$ cat src/rtl/fetch_controller_pkg.sv
// ============================================================================
// Module      : fetch_controller_pkg
// Description : Shared ISA constants and fetch state encoding for the core.
// Revision    : 1.0 - initial release
// ============================================================================
`default_nettype none

package fetch_controller_pkg;

    localparam int LEN_ADDRESS     = 32;
    localparam int LEN_INSTRUCTION = 32;

    localparam logic [LEN_INSTRUCTION-1:0] NOP_WORD  = 32'hE000_0000;
    localparam logic [LEN_INSTRUCTION-1:0] HALT_WORD = 32'hEAFF_FFFF;

    typedef enum logic [1:0] {
        ST_WAIT = 2'd0,
        ST_RUN  = 2'd1,
        ST_HALT = 2'd2
    } fetch_state_e;

endpackage

`default_nettype wire

$ cat src/rtl/fetch_controller_if_id_register.sv
// ============================================================================
// Module      : if_id_register
// Description : IF/ID pipeline register (instruction, pc, valid) with
//               flush > hold > load priority.
// Revision    : 1.0 - initial release
// ============================================================================
`default_nettype none

module if_id_register #(
    parameter int                         LEN_ADDRESS     = fetch_controller_pkg::LEN_ADDRESS,
    parameter int                         LEN_INSTRUCTION = fetch_controller_pkg::LEN_INSTRUCTION,
    parameter logic [LEN_INSTRUCTION-1:0] NOP_WORD        = fetch_controller_pkg::NOP_WORD
) (
    input  logic                       clk,
    input  logic                       rst,
    input  logic                       load,
    input  logic                       hold,
    input  logic                       flush,
    input  logic [LEN_ADDRESS-1:0]     next_pc,
    input  logic [LEN_INSTRUCTION-1:0] next_instruction,
    output logic [LEN_ADDRESS-1:0]     pc,
    output logic [LEN_INSTRUCTION-1:0] instruction,
    output logic                       valid
);

    logic [LEN_ADDRESS-1:0]     r_pc;
    logic [LEN_INSTRUCTION-1:0] r_instruction;
    logic                       r_valid;

    always_ff @(posedge clk or negedge rst) begin
        if (!rst) begin
            r_pc          <= '0;
            r_instruction <= NOP_WORD;
            r_valid       <= 1'b0;
        end else if (flush) begin
            // A killed slot becomes a bubble so ID never sees stale data
            r_pc          <= '0;
            r_instruction <= NOP_WORD;
            r_valid       <= 1'b0;
        end else if (!hold && load) begin
            r_pc          <= next_pc;
            r_instruction <= next_instruction;
            r_valid       <= 1'b1;
        end
    end

    assign pc          = r_pc;
    assign instruction = r_instruction;
    assign valid       = r_valid;

endmodule

`default_nettype wire

$ cat src/rtl/fetch_controller.sv
// ============================================================================
// Module      : fetch_controller
// Description : PC sequencing, start delay, stall/redirect and halt detection
//               for the instruction fetch stage. Optional macro FETCH_PERF_EN
//               adds saturating fetch/stall counters.
// Revision    : 1.0 - initial release
// ============================================================================
`default_nettype none

module fetch_controller #(
    parameter int                      LEN_ADDRESS = fetch_controller_pkg::LEN_ADDRESS,
    parameter logic [LEN_ADDRESS-1:0]  RESET_PC    = '0,
    parameter int                      START_DELAY = 4,
    parameter logic [31:0]             NOP_WORD    = fetch_controller_pkg::NOP_WORD,
    parameter logic [31:0]             HALT_WORD   = fetch_controller_pkg::HALT_WORD
) (
    input  logic                   clk,
    input  logic                   rst,
    input  logic                   freeze,
    input  logic                   branch_taken,
    input  logic [LEN_ADDRESS-1:0] branch_address,
    output logic [LEN_ADDRESS-1:0] mem_address,
    input  logic [31:0]            mem_instruction,
    output logic [LEN_ADDRESS-1:0] if_pc,
    output logic [31:0]            if_instruction,
    output logic                   if_valid,
    output logic                   flush,
    output logic                   halted
`ifdef FETCH_PERF_EN
    ,
    output logic [31:0]            fetch_count,
    output logic [31:0]            stall_count
`endif
);

    import fetch_controller_pkg::*;

    localparam logic [3:0] c_delay_last = 4'(START_DELAY - 1);

    fetch_state_e           r_state;
    logic [LEN_ADDRESS-1:0] r_pc;
    logic [LEN_ADDRESS-1:0] r_halt_pc;
    logic [3:0]             r_delay_cnt;
    logic                   r_halted;

    logic [LEN_ADDRESS-1:0] w_branch_target;
    logic [LEN_ADDRESS-1:0] w_pc_plus4;
    logic                   w_is_halt_word;
    logic                   w_ifid_clear;
    logic                   w_ifid_hold;
    logic                   w_ifid_load;
    logic [1:0]             w_unused_branch_bits;

    // Word alignment is enforced by truncation; low address bits never fault
    assign w_branch_target      = {branch_address[LEN_ADDRESS-1:2], 2'b00};
    assign w_unused_branch_bits = branch_address[1:0];
    assign w_pc_plus4           = r_pc + LEN_ADDRESS'(4);
    assign w_is_halt_word       = (mem_instruction == HALT_WORD);
    assign mem_address          = {r_pc[LEN_ADDRESS-1:2], 2'b00};

    assign flush  = branch_taken && ((r_state == ST_RUN) || (r_state == ST_HALT));
    assign halted = r_halted;

    assign w_ifid_clear = (r_state == ST_WAIT) || (r_state == ST_HALT) ||
                          ((r_state == ST_RUN) && branch_taken);
    assign w_ifid_hold  = (r_state == ST_RUN) && !branch_taken && freeze;
    assign w_ifid_load  = (r_state == ST_RUN) && !branch_taken && !freeze;

    always_ff @(posedge clk or negedge rst) begin
        if (!rst) begin
            r_state     <= ST_WAIT;
            r_pc        <= RESET_PC;
            r_halt_pc   <= '0;
            r_delay_cnt <= '0;
            r_halted    <= 1'b0;
        end else begin
            case (r_state)
                ST_WAIT: begin
                    if (r_delay_cnt == c_delay_last) begin
                        r_state     <= ST_RUN;
                        r_delay_cnt <= '0;
                    end else begin
                        r_delay_cnt <= r_delay_cnt + 4'd1;
                    end
                end
                ST_RUN: begin
                    if (branch_taken) begin
                        r_pc <= w_branch_target;
                    end else if (!freeze) begin
                        // The halt word is still latched into IF/ID; only the pc stops
                        if (w_is_halt_word) begin
                            r_halt_pc <= mem_address;
                            r_state   <= ST_HALT;
                            r_halted  <= 1'b1;
                        end else begin
                            r_pc <= w_pc_plus4;
                        end
                    end
                end
                ST_HALT: begin
                    // A redirect elsewhere means the halt word was on a wrong path
                    if (branch_taken && (w_branch_target != r_halt_pc)) begin
                        r_pc     <= w_branch_target;
                        r_state  <= ST_RUN;
                        r_halted <= 1'b0;
                    end
                end
                default: begin
                    r_state  <= ST_WAIT;
                    r_halted <= 1'b0;
                end
            endcase
        end
    end

    if_id_register #(
        .LEN_ADDRESS     (LEN_ADDRESS),
        .LEN_INSTRUCTION (32),
        .NOP_WORD        (NOP_WORD)
    ) u_if_id (
        .clk              (clk),
        .rst              (rst),
        .load             (w_ifid_load),
        .hold             (w_ifid_hold),
        .flush            (w_ifid_clear),
        .next_pc          (w_pc_plus4),
        .next_instruction (mem_instruction),
        .pc               (if_pc),
        .instruction      (if_instruction),
        .valid            (if_valid)
    );

`ifdef FETCH_PERF_EN
    logic [31:0] r_fetch_count;
    logic [31:0] r_stall_count;

    always_ff @(posedge clk or negedge rst) begin
        if (!rst) begin
            r_fetch_count <= '0;
            r_stall_count <= '0;
        end else begin
            if (w_ifid_load && (r_fetch_count != 32'hFFFF_FFFF)) begin
                r_fetch_count <= r_fetch_count + 32'd1;
            end
            if (w_ifid_hold && (r_stall_count != 32'hFFFF_FFFF)) begin
                r_stall_count <= r_stall_count + 32'd1;
            end
        end
    end

    assign fetch_count = r_fetch_count;
    assign stall_count = r_stall_count;
`endif

endmodule

`default_nettype wire

$ cat config.mk
export PLATFORM = sky130hd
export DESIGN_NAME = fetch_controller
export DESIGN_NICKNAME = d
export VERILOG_FILES = /design/src/rtl/fetch_controller_pkg.sv /design/src/rtl/fetch_controller_if_id_register.sv /design/src/rtl/fetch_controller.sv
export SDC_FILE = /design/constraint.sdc
export NUM_CORES = 1
export LEC_CHECK = 0
export BUFFER_PORTS_ARGS = -buffer_cell sky130_fd_sc_hd__buf_4
export CORE_MARGIN = 4
export CORE_UTILIZATION = 50
export CTS_CLUSTER_DIAMETER = 50
export DETAILED_ROUTE_END_ITERATION = 16
export GPL_TIMING_DRIVEN = 0
export HOLD_SLACK_MARGIN = 0.08
export PLACE_DENSITY = 0.76
export SETUP_SLACK_MARGIN = 0.02
export SYNTH_ARGS = -nofsm -noshare
export SYNTH_HDL_FRONTEND = slang
export SYNTH_SLANG_ARGS = --single-unit
$ cat constraint.sdc
create_clock -name clk -period 2.4 [get_ports clk]
set_clock_uncertainty 0.05 [all_clocks]
set_input_delay 0.36 -clock clk [delete_from_list [all_inputs] [get_ports clk]]
set_output_delay 0.36 -clock clk [all_outputs]
set_load 0.005 [all_outputs]
==> key figures, run 1 <==
Outcome
  – Status: completed

Clocking
  – CTS max path bufs: 2
  – H-tree level count: 4
  – CTS tree: done
  – Root Driver: clkbuf_16
  – Worst skew pair latency: 0.42 ns
  – Clock transition at the registers of the reported paths: 0.06 ns
  – CTS Sinks: 130
  – Num CTS Buffers: 17

Power
  – Maximum vdd ir drop: 0.000575 V
  – P_leak: 4.01 nW
  – Pwr dens: 1160 nW/um^2
  – Final Power: 0.0101 W

Global route
  – Global-route wire length before repair: 31700 um
  – Vias in the first global route: 5916
  – Total grt overflow: 0
  – Total global-route track usage: 0.277
  – Initial antenna violation count: 0
  – Largest net degree at the start of global routing: 83

Routing
  – Routed Antenna Nets: 0
  – Drt drc: 0
  – Wire per inst: 20.5 um
  – Met3 wire length: 1850 um
  – DR iter-0 viols: 617
  – Pre-antenna DRT Iters: 6
  – Met1 wire length: 8200 um
  – Via/cell ratio: 6.00
  – DR top layer: met4
  – Total number of vias: 5992
  – Total Wirelength: 20500 um
  – Met2 WL: 9830 um

Setup path
  – Startpoint types: register
  – R2R cell count: 6
  – Data arrival, critical path: 2.57 ns
  – Crit path max fanout: 6
  – Worst Path Required: 2.66 ns
  – CP Capture Type: register
  – FF-to-FF setup slack: 0.09 ns
  – Worst r2r dst: r_pc[30]
  – Setup CP Type: reg -> reg
  – Reg2reg start: r_pc[3]

STA
  – Rel. slew slack: 0.612
  – FMAX: 0.433 GHz
  – Fin crit share: 0.963
  – Max Slew Vio Count: 0
  – Worst setup margin: 0.0884 ns
  – Final Hold Vio Count: 0
  – Slew @ Worst Pin: 0.582 ns
  – Final Critical Period: 2.31 ns
  – # setup viols final: 0

Synth
  – Cells after Synth: 628
  – Synth top area share: 0.492
  – Top_reg_cell synth: dfrtp_1
  – Netlist cell types: 48
  – Synth Warn #: 0
  – Mean post-synth cell area: 10.3 um^2
  – Async SR Flop Fraction: 1.00
  – #FFs+latches synth: 130
  – Sequential share of the synthesized area: 0.504
  – Post-synth EDFFs: 0
  – Cell taking the most area after synthesis: dfrtp_1
  – Dominant cells by area after synthesis: dfrtp_1 (49%), mux2_2 (6.3%), xnor2_1 (6.1%)
  – Mapped cell area: 6460 um^2

Floorplanning
  – Die height: 122 um
  – Number of core rows: 41
  – Die Span X: 122 um
  – Top Ports: 167
  – Starting Density: 0.512
  – CORE AREA: 12600 um^2
  – Total die area: 14800 um^2

Finish
  – Share of layout cells above drive strength 1: 0.346
  – P&R area growth vs syn: 34.8%
  – Finished Core Util: 0.690
  – Antenna diodes: 0
  – Layout Nets: 887

Worst hold path
  – Worst hold path class: in -> reg
  – Hold endpoint: u_if_id.instruction[26]
  – Min-delay src: mem_instruction[26]
  – Hold Path Depth: 2

Place
  – I/O Buffers: 159
  – Dpl ws: -0.436 ns
  – Gpl congestion: 0.927
  – Placed wire-length estimate: 14800 um

Flow run
  – Max_cap viols: 0
-- how the worst max path moves through the flow --
stage	startpoint	endpoint	slack (ns)	cells after the start
global route	r_state[0]	u_if_id.pc[25]	-0.009	9
detailed placement	r_state[0]	u_if_id.pc[27]	-0.44	9
global placement	r_state[0]	u_if_id.pc[19]	-0.30	9
floorplan	r_pc[2]	r_pc[20]	0.27	8
CTS	r_state[0]	r_pc[18]	0.01	7
finish	r_pc[3]	r_pc[30]	0.09	6
-- power breakdown --
group          total, W  internal [W]  switching (W)  leakage (nW)
logic           0.00391       0.00176        0.00215          2.01
registers       0.00335       0.00271       0.000635          1.70
clock network   0.00284       0.00184       0.000996         0.299
-- per-layer routing --
metal	up-vias	GRT usage
li1	2618	-
met1	2949	0.364
met2	368	0.448
met3	57	0.0594
met4	0	0.116
met5	-	0
-- layout make-up --
cell class | instances | area [um^2]
Inverter | 9 | 33.8
Clock inverter | 13 | 211
Tap cell | 172 | 215
Fill cell | 1005 | 3920
Buffer | 45 | 260
Multi-Input combinational cell | 443 | 3000
Clock buffer | 19 | 433
Sequential cell | 130 | 3260
Timing Repair Buffer | 168 | 1290
-- metrics by stage --
step | std cells | setup TNS, ns | hold slack, ns | area [um^2]
2_1_floorplan | 631 | 0 | 0.0144 | 6470
4_1_cts | 999 | 0 | 0.107 | 8620
3_5_place_dp | 963 | -7.67 | 0.284 | 7910
6_report | 999 | 0 | 0.116 | 8700
5_1_grt | 999 | -0.0107 | 0.108 | 8700
3_3_place_gp | 962 | -5.95 | 0.418 | 7880
-- critical path: stages, from the launching register on --
cell	delay, ns
dfrtp_2	0.45
ha_4	0.19
nand4_1	0.24
nor4_2	0.35
nand4b_1	0.27
a221o_1	0.39
mux2_4	0.25
-- registers in the layout, indices dropped and copies added, names as in the netlist --
signal / count
u_if_id.instruction: 32
r_halt_pc: 30
r_pc: 30
u_if_id.pc: 30
r_delay_cnt: 4
r_state: 2
halted: 1
u_if_id.valid: 1
-- cell usage after synthesis (8+ instances only) --
library cell,number
a21oi_1,25
a22o_1,33
a31oi_1,27
buf_2,8
clkbuf_1,32
dfrtp_1,127
inv_1,9
mux2_2,36
nand2_1,79
nand3_1,18
nand4_1,22
nor2_1,18
o21ai_0,45
o22ai_1,13
xnor2_1,45
xor2_1,14
-- kinds of logic (layout without fill, tap and decap cells) --
logic type / Yosys count / in the layout / share of synthesized area
compound gates: 160 / 160 / 0.160
other cells: 1 / 4 / 0.000581
flops: 130 / 130 / 0.504
mux: 39 / 39 / 0.0682
buf+inv: 58 / 254 / 0.0434
fa+ha+maj: 5 / 5 / 0.00969
simple gates: 176 / 176 / 0.134
xor+xnor: 59 / 59 / 0.0800
-- cell usage in the layout (no fill, tap or decap), types with 4 or more instances in the layout --
| cell | count |
|---|---|
| buf_4 | 169 |
| dfrtp_1 | 125 |
| nand2_1 | 79 |
| xnor2_1 | 45 |
| o21ai_0 | 41 |
| mux2_2 | 36 |
| a22o_1 | 33 |
| a31oi_1 | 27 |
| a21oi_1 | 24 |
| nand4_1 | 22 |
| clkbuf_1 | 17 |
| nand3_1 | 17 |
| clkbuf_16 | 17 |
| nor2_1 | 16 |
| xor2_1 | 14 |
| o22ai_1 | 13 |
| inv_1 | 9 |
| buf_2 | 9 |
| clkbuf_2 | 7 |
| buf_6 | 6 |
| and2_1 | 5 |
| clkbuf_4 | 5 |
| bufinv_16 | 5 |
| nand4b_1 | 4 |
| and3_1 | 4 |
| o21ai_1 | 4 |
| or3_1 | 4 |
| a21o_1 | 4 |
| conb_1 | 4 |
| clkinvlp_4 | 4 |
-- what timing repair did --
action | in CTS | in global routing
resized for setup | 15 | 34
setup buffers | 4 | 3
pin swaps | 2 | 3
endpoints found under the hold margin | 46 | 0
hold buffers | 1 | 0
endpoints found under the setup margin | 64 | 71
No activity file was read; power rests on OpenSTA's default activity.
==> inputs of run 2 (changes only) <==
--- a/config.mk
+++ b/config.mk
@@ -12,6 +12,7 @@
 export DETAILED_ROUTE_END_ITERATION = 16
 export GPL_TIMING_DRIVEN = 0
 export HOLD_SLACK_MARGIN = 0.08
+export MAX_ROUTING_LAYER = met4
 export PLACE_DENSITY = 0.76
 export SETUP_SLACK_MARGIN = 0.02
 export SYNTH_ARGS = -nofsm -noshare
==> constraint.sdc (replaced) <==
create_clock -name clk -period 3 [get_ports clk]
set_clock_uncertainty 0.05 [all_clocks]
set_input_delay 0.45 -clock clk [delete_from_list [all_inputs] [get_ports clk]]
set_output_delay 0.45 -clock clk [all_outputs]
set_load 0.005 [all_outputs]
==> run 2 against run 1 <==
First-iteration DRC count increased by 12%; worst setup slack improved by 0.19 ns; die area unchanged; routed wire length increased by 1.6%; combinational power decreased by 21%; power decreased by 23%; fmax decreased by 15%; sequential power decreased by 21%; final area decreased by 2.1%; register-to-register slack improved by 0.19 ns; flip-flop and latch count unchanged; sequential share of layout area increased by 0.79 points; critical endpoint is now u_if_id.pc[23].
==> key figures, run 2 (synthesis results as in run 1) <==
Outcome
  – Status: completed (unchanged)

Finish
  – P&R area growth vs syn: 31.9% (was 34.8%)
  – Fillers: 1029 (was 1005)
  – Share of layout cells above drive strength 1: 0.305 (was 0.346)
  – Antenna diodes: 0 (unchanged)
  – Max reg flops: 32 (unchanged)
  – Final Non-Filler Cells: 996 (was 999)
  – Register area: 3260 um^2 (about the same)
  – Post-route cell area: 8520 um^2 (was 8700 um^2)
  – Area occupied by multi-input gates: 2930 um^2 (was 3000 um^2)
  – Highest-count cells in the layout ignoring fill and taps: buf_4 (162), dfrtp_1 (127), nand2_1 (79), xnor2_1 (45), o21ai_0 (45) (was buf_4 (169), dfrtp_1 (125), nand2_1 (79), xnor2_1 (45), o21ai_0 (41))
  – Leading cell type in the layout, fill and taps excluded: buf_4 (unchanged)
  – Layout Nets: 884 (was 887)

Floorplanning
  – Die height: 122 um (unchanged)
  – Number of core rows: 41 (unchanged)
  – CORE AREA: 12600 um^2 (unchanged)
  – Total die area: 14800 um^2 (unchanged)
  – Starting Density: 0.512 (unchanged)
  – Die Span X: 122 um (unchanged)
  – Top Ports: 167 (unchanged)

Clocking
  – CTS max path bufs: 2 (unchanged)
  – Worst skew pair latency: 0.42 ns (about the same)
  – Num CTS Buffers: 17 (unchanged)
  – CTS Sinks: 130 (unchanged)
  – H-tree level count: 4 (unchanged)
  – Root Driver: clkbuf_16 (unchanged)
  – Clock transition at the registers of the reported paths: 0.06 ns (about the same)
  – CTS tree: done (unchanged)
  – Post-CTS setup buffer count: 0 (was 4)

Global route
  – Initial antenna violation count: 0 (unchanged)
  – Largest net degree at the start of global routing: 79 (was 83)
  – Total grt overflow: 0 (unchanged)
  – Global-route wire length before repair: 32200 um (was 31700 um)
  – Total global-route track usage: 0.292 (was 0.277)
  – Vias in the first global route: 5949 (was 5916)

Setup path
  – Reg2reg start: r_state[0] (was r_pc[3])
  – CP Capture Type: register (unchanged)
  – Worst r2r dst: u_if_id.pc[23] (was r_pc[30])
  – Critical path's slowest cell: clkbuf_1 (was dfrtp_2)
  – Crit path max fanout: 10 (was 6)
  – FF-to-FF setup slack: 0.28 ns (was 0.09 ns)
  – Data arrival, critical path: 3.00 ns (was 2.57 ns)
  – Setup CP Type: reg -> reg (unchanged)
  – Startpoint types: register (unchanged)
  – R2R cell count: 9 (was 6)
  – Crit-path max cell delay: 0.44 ns (was 0.45 ns)
  – Crit path top cell by count: clkbuf_1
  – CP Cell Sequence: inv_1 -> ha_1 -> or2_1 -> clkbuf_1 -> a21oi_1 -> clkbuf_1 -> clkbuf_2 -> nand2_1 -> o21ai_0 (was ha_4 -> nand4_1 -> nor4_2 -> nand4b_1 -> a221o_1 -> mux2_4)
  – Worst Path Required: 3.28 ns (was 2.66 ns)

STA
  – Rel. slew slack: 0.561 (was 0.612)
  – Max Slew Vio Count: 0 (unchanged)
  – Final Hold Vio Count: 0 (unchanged)
  – FMAX: 0.368 GHz (was 0.433 GHz)
  – Fin crit share: 0.907 (was 0.963)
  – # setup viols final: 0 (unchanged)
  – Final TNS setup: 0 ns (unchanged)
  – Final Critical Period: 2.72 ns (was 2.31 ns)
  – Slew @ Worst Pin: 0.654 ns (was 0.582 ns)
  – RSZ-0062 raised after global routing: no

Power
  – P_leak: 3.92 nW (was 4.01 nW)
  – Maximum vdd ir drop: 0.000489 V (was 0.000575 V)
  – Final Power: 0.00782 W (was 0.0101 W)
  – Pwr dens: 918 nW/um^2 (was 1160 nW/um^2)

Place
  – Gpl congestion: 0.945 (was 0.927)
  – Cell total after placement: 963 (unchanged)
  – Placed Instance Area: 7910 um^2 (unchanged)
  – Placed wire-length estimate: 15000 um (was 14800 um)
  – I/O Buffers: 159 (unchanged)

Routing
  – Via/cell ratio: 5.96 (was 6.00)
  – Total Wirelength: 20800 um (was 20500 um)
  – DR iter-0 viols: 688 (was 617)
  – Total number of vias: 5937 (was 5992)
  – Drt drc: 0 (unchanged)
  – Pre-antenna DRT Iters: 7 (was 6)
  – Wire per inst: 20.9 um (was 20.5 um)
  – Routed Antenna Nets: 0 (unchanged)

Flow run
  – Max_cap viols: 0 (unchanged)

Worst hold path
  – Min-delay src: mem_instruction[26] (unchanged)
  – Hold endpoint: u_if_id.instruction[26] (unchanged)
  – Worst hold path class: in -> reg (unchanged)
  – Hold Path Depth: 2 (unchanged)
run 2: cell types whose count changed in the layout (fill, tap and decap cells not counted), sizes merged:
cell / previous run / this run
buf: 185 / 177
clkbuf: 46 / 51
clkinv: 4 / 3
inv: 9 / 10
bufinv: 5 / 3
clkinvlp: 4 / 6
run 2: how the worst max path moves through the flow:
stage	from	to	cells after the start
detailed placement	r_state[0]	u_if_id.pc[27]	9
CTS	r_state[0]	u_if_id.pc[27]	9
global route	r_state[0]	u_if_id.pc[22]	9
finish	r_state[0]	u_if_id.pc[23]	9
floorplan	branch_taken	r_pc[30]	9
global placement	r_state[0]	u_if_id.pc[22]	9
run 2: stage by stage:
| step | util | setup WS, ns | hold WS, ns |
|---|---|---|---|
| floorplan | - | 0.801 | 0.104 |
| global placement | 0.624 | 0.294 | 0.418 |
| detailed placement | 0.627 | 0.126 | 0.391 |
| CTS | 0.675 | 0.0890 | 0.193 |
| global route | 0.675 | 0.0807 | 0.195 |
| finish | 0.675 | 0.280 | 0.204 |
run 2: critical path, delay by kind of cell, from the launching register on:
kind            cells  cell delay, ns
flops               1            0.36
buf+inv             4            1.06
fa+ha+maj           1            0.29
compound gates      2            0.51
simple gates        2            0.35
run 2: repair_timing:
action / 4_1_cts / 5_1_grt
hold endpoints to repair: 50 / 0
gates resized for setup: 0 / 2
hold buffers: 1 / 0
endpoints found under the setup margin: 0 / 10
run 2: report_power, final:
| group | switching (W) | internal [W] |
|---|---|---|
| clock network | 0.000803 | 0.00130 |
| logic | 0.00175 | 0.00133 |
| registers | 0.000461 | 0.00217 |
run 2: layer usage:
| layer | wire length (um) | GRT usage | share of wire | vias up |
|---|---|---|---|---|
| met1 | 8180 | 0.367 | 0.39 | 2874 |
| met2 | 10000 | 0.474 | 0.48 | 389 |
| li1 | - | - | - | 2622 |
| met5 | 0 | - | 0 | - |
| met4 | 631 | 0.104 | 0.030 | 0 |
| met3 | 1960 | 0.0576 | 0.094 | 52 |
run 2: final cells by class:
class,instances,area share
clock inverter,13,0.0191
clock buffer,19,0.0508
timing repair buffer,161,0.145
inverter,9,0.00397
multi-input combinational,443,0.344
tap,172,0.0253
buffer,49,0.0291
sequential,130,0.382
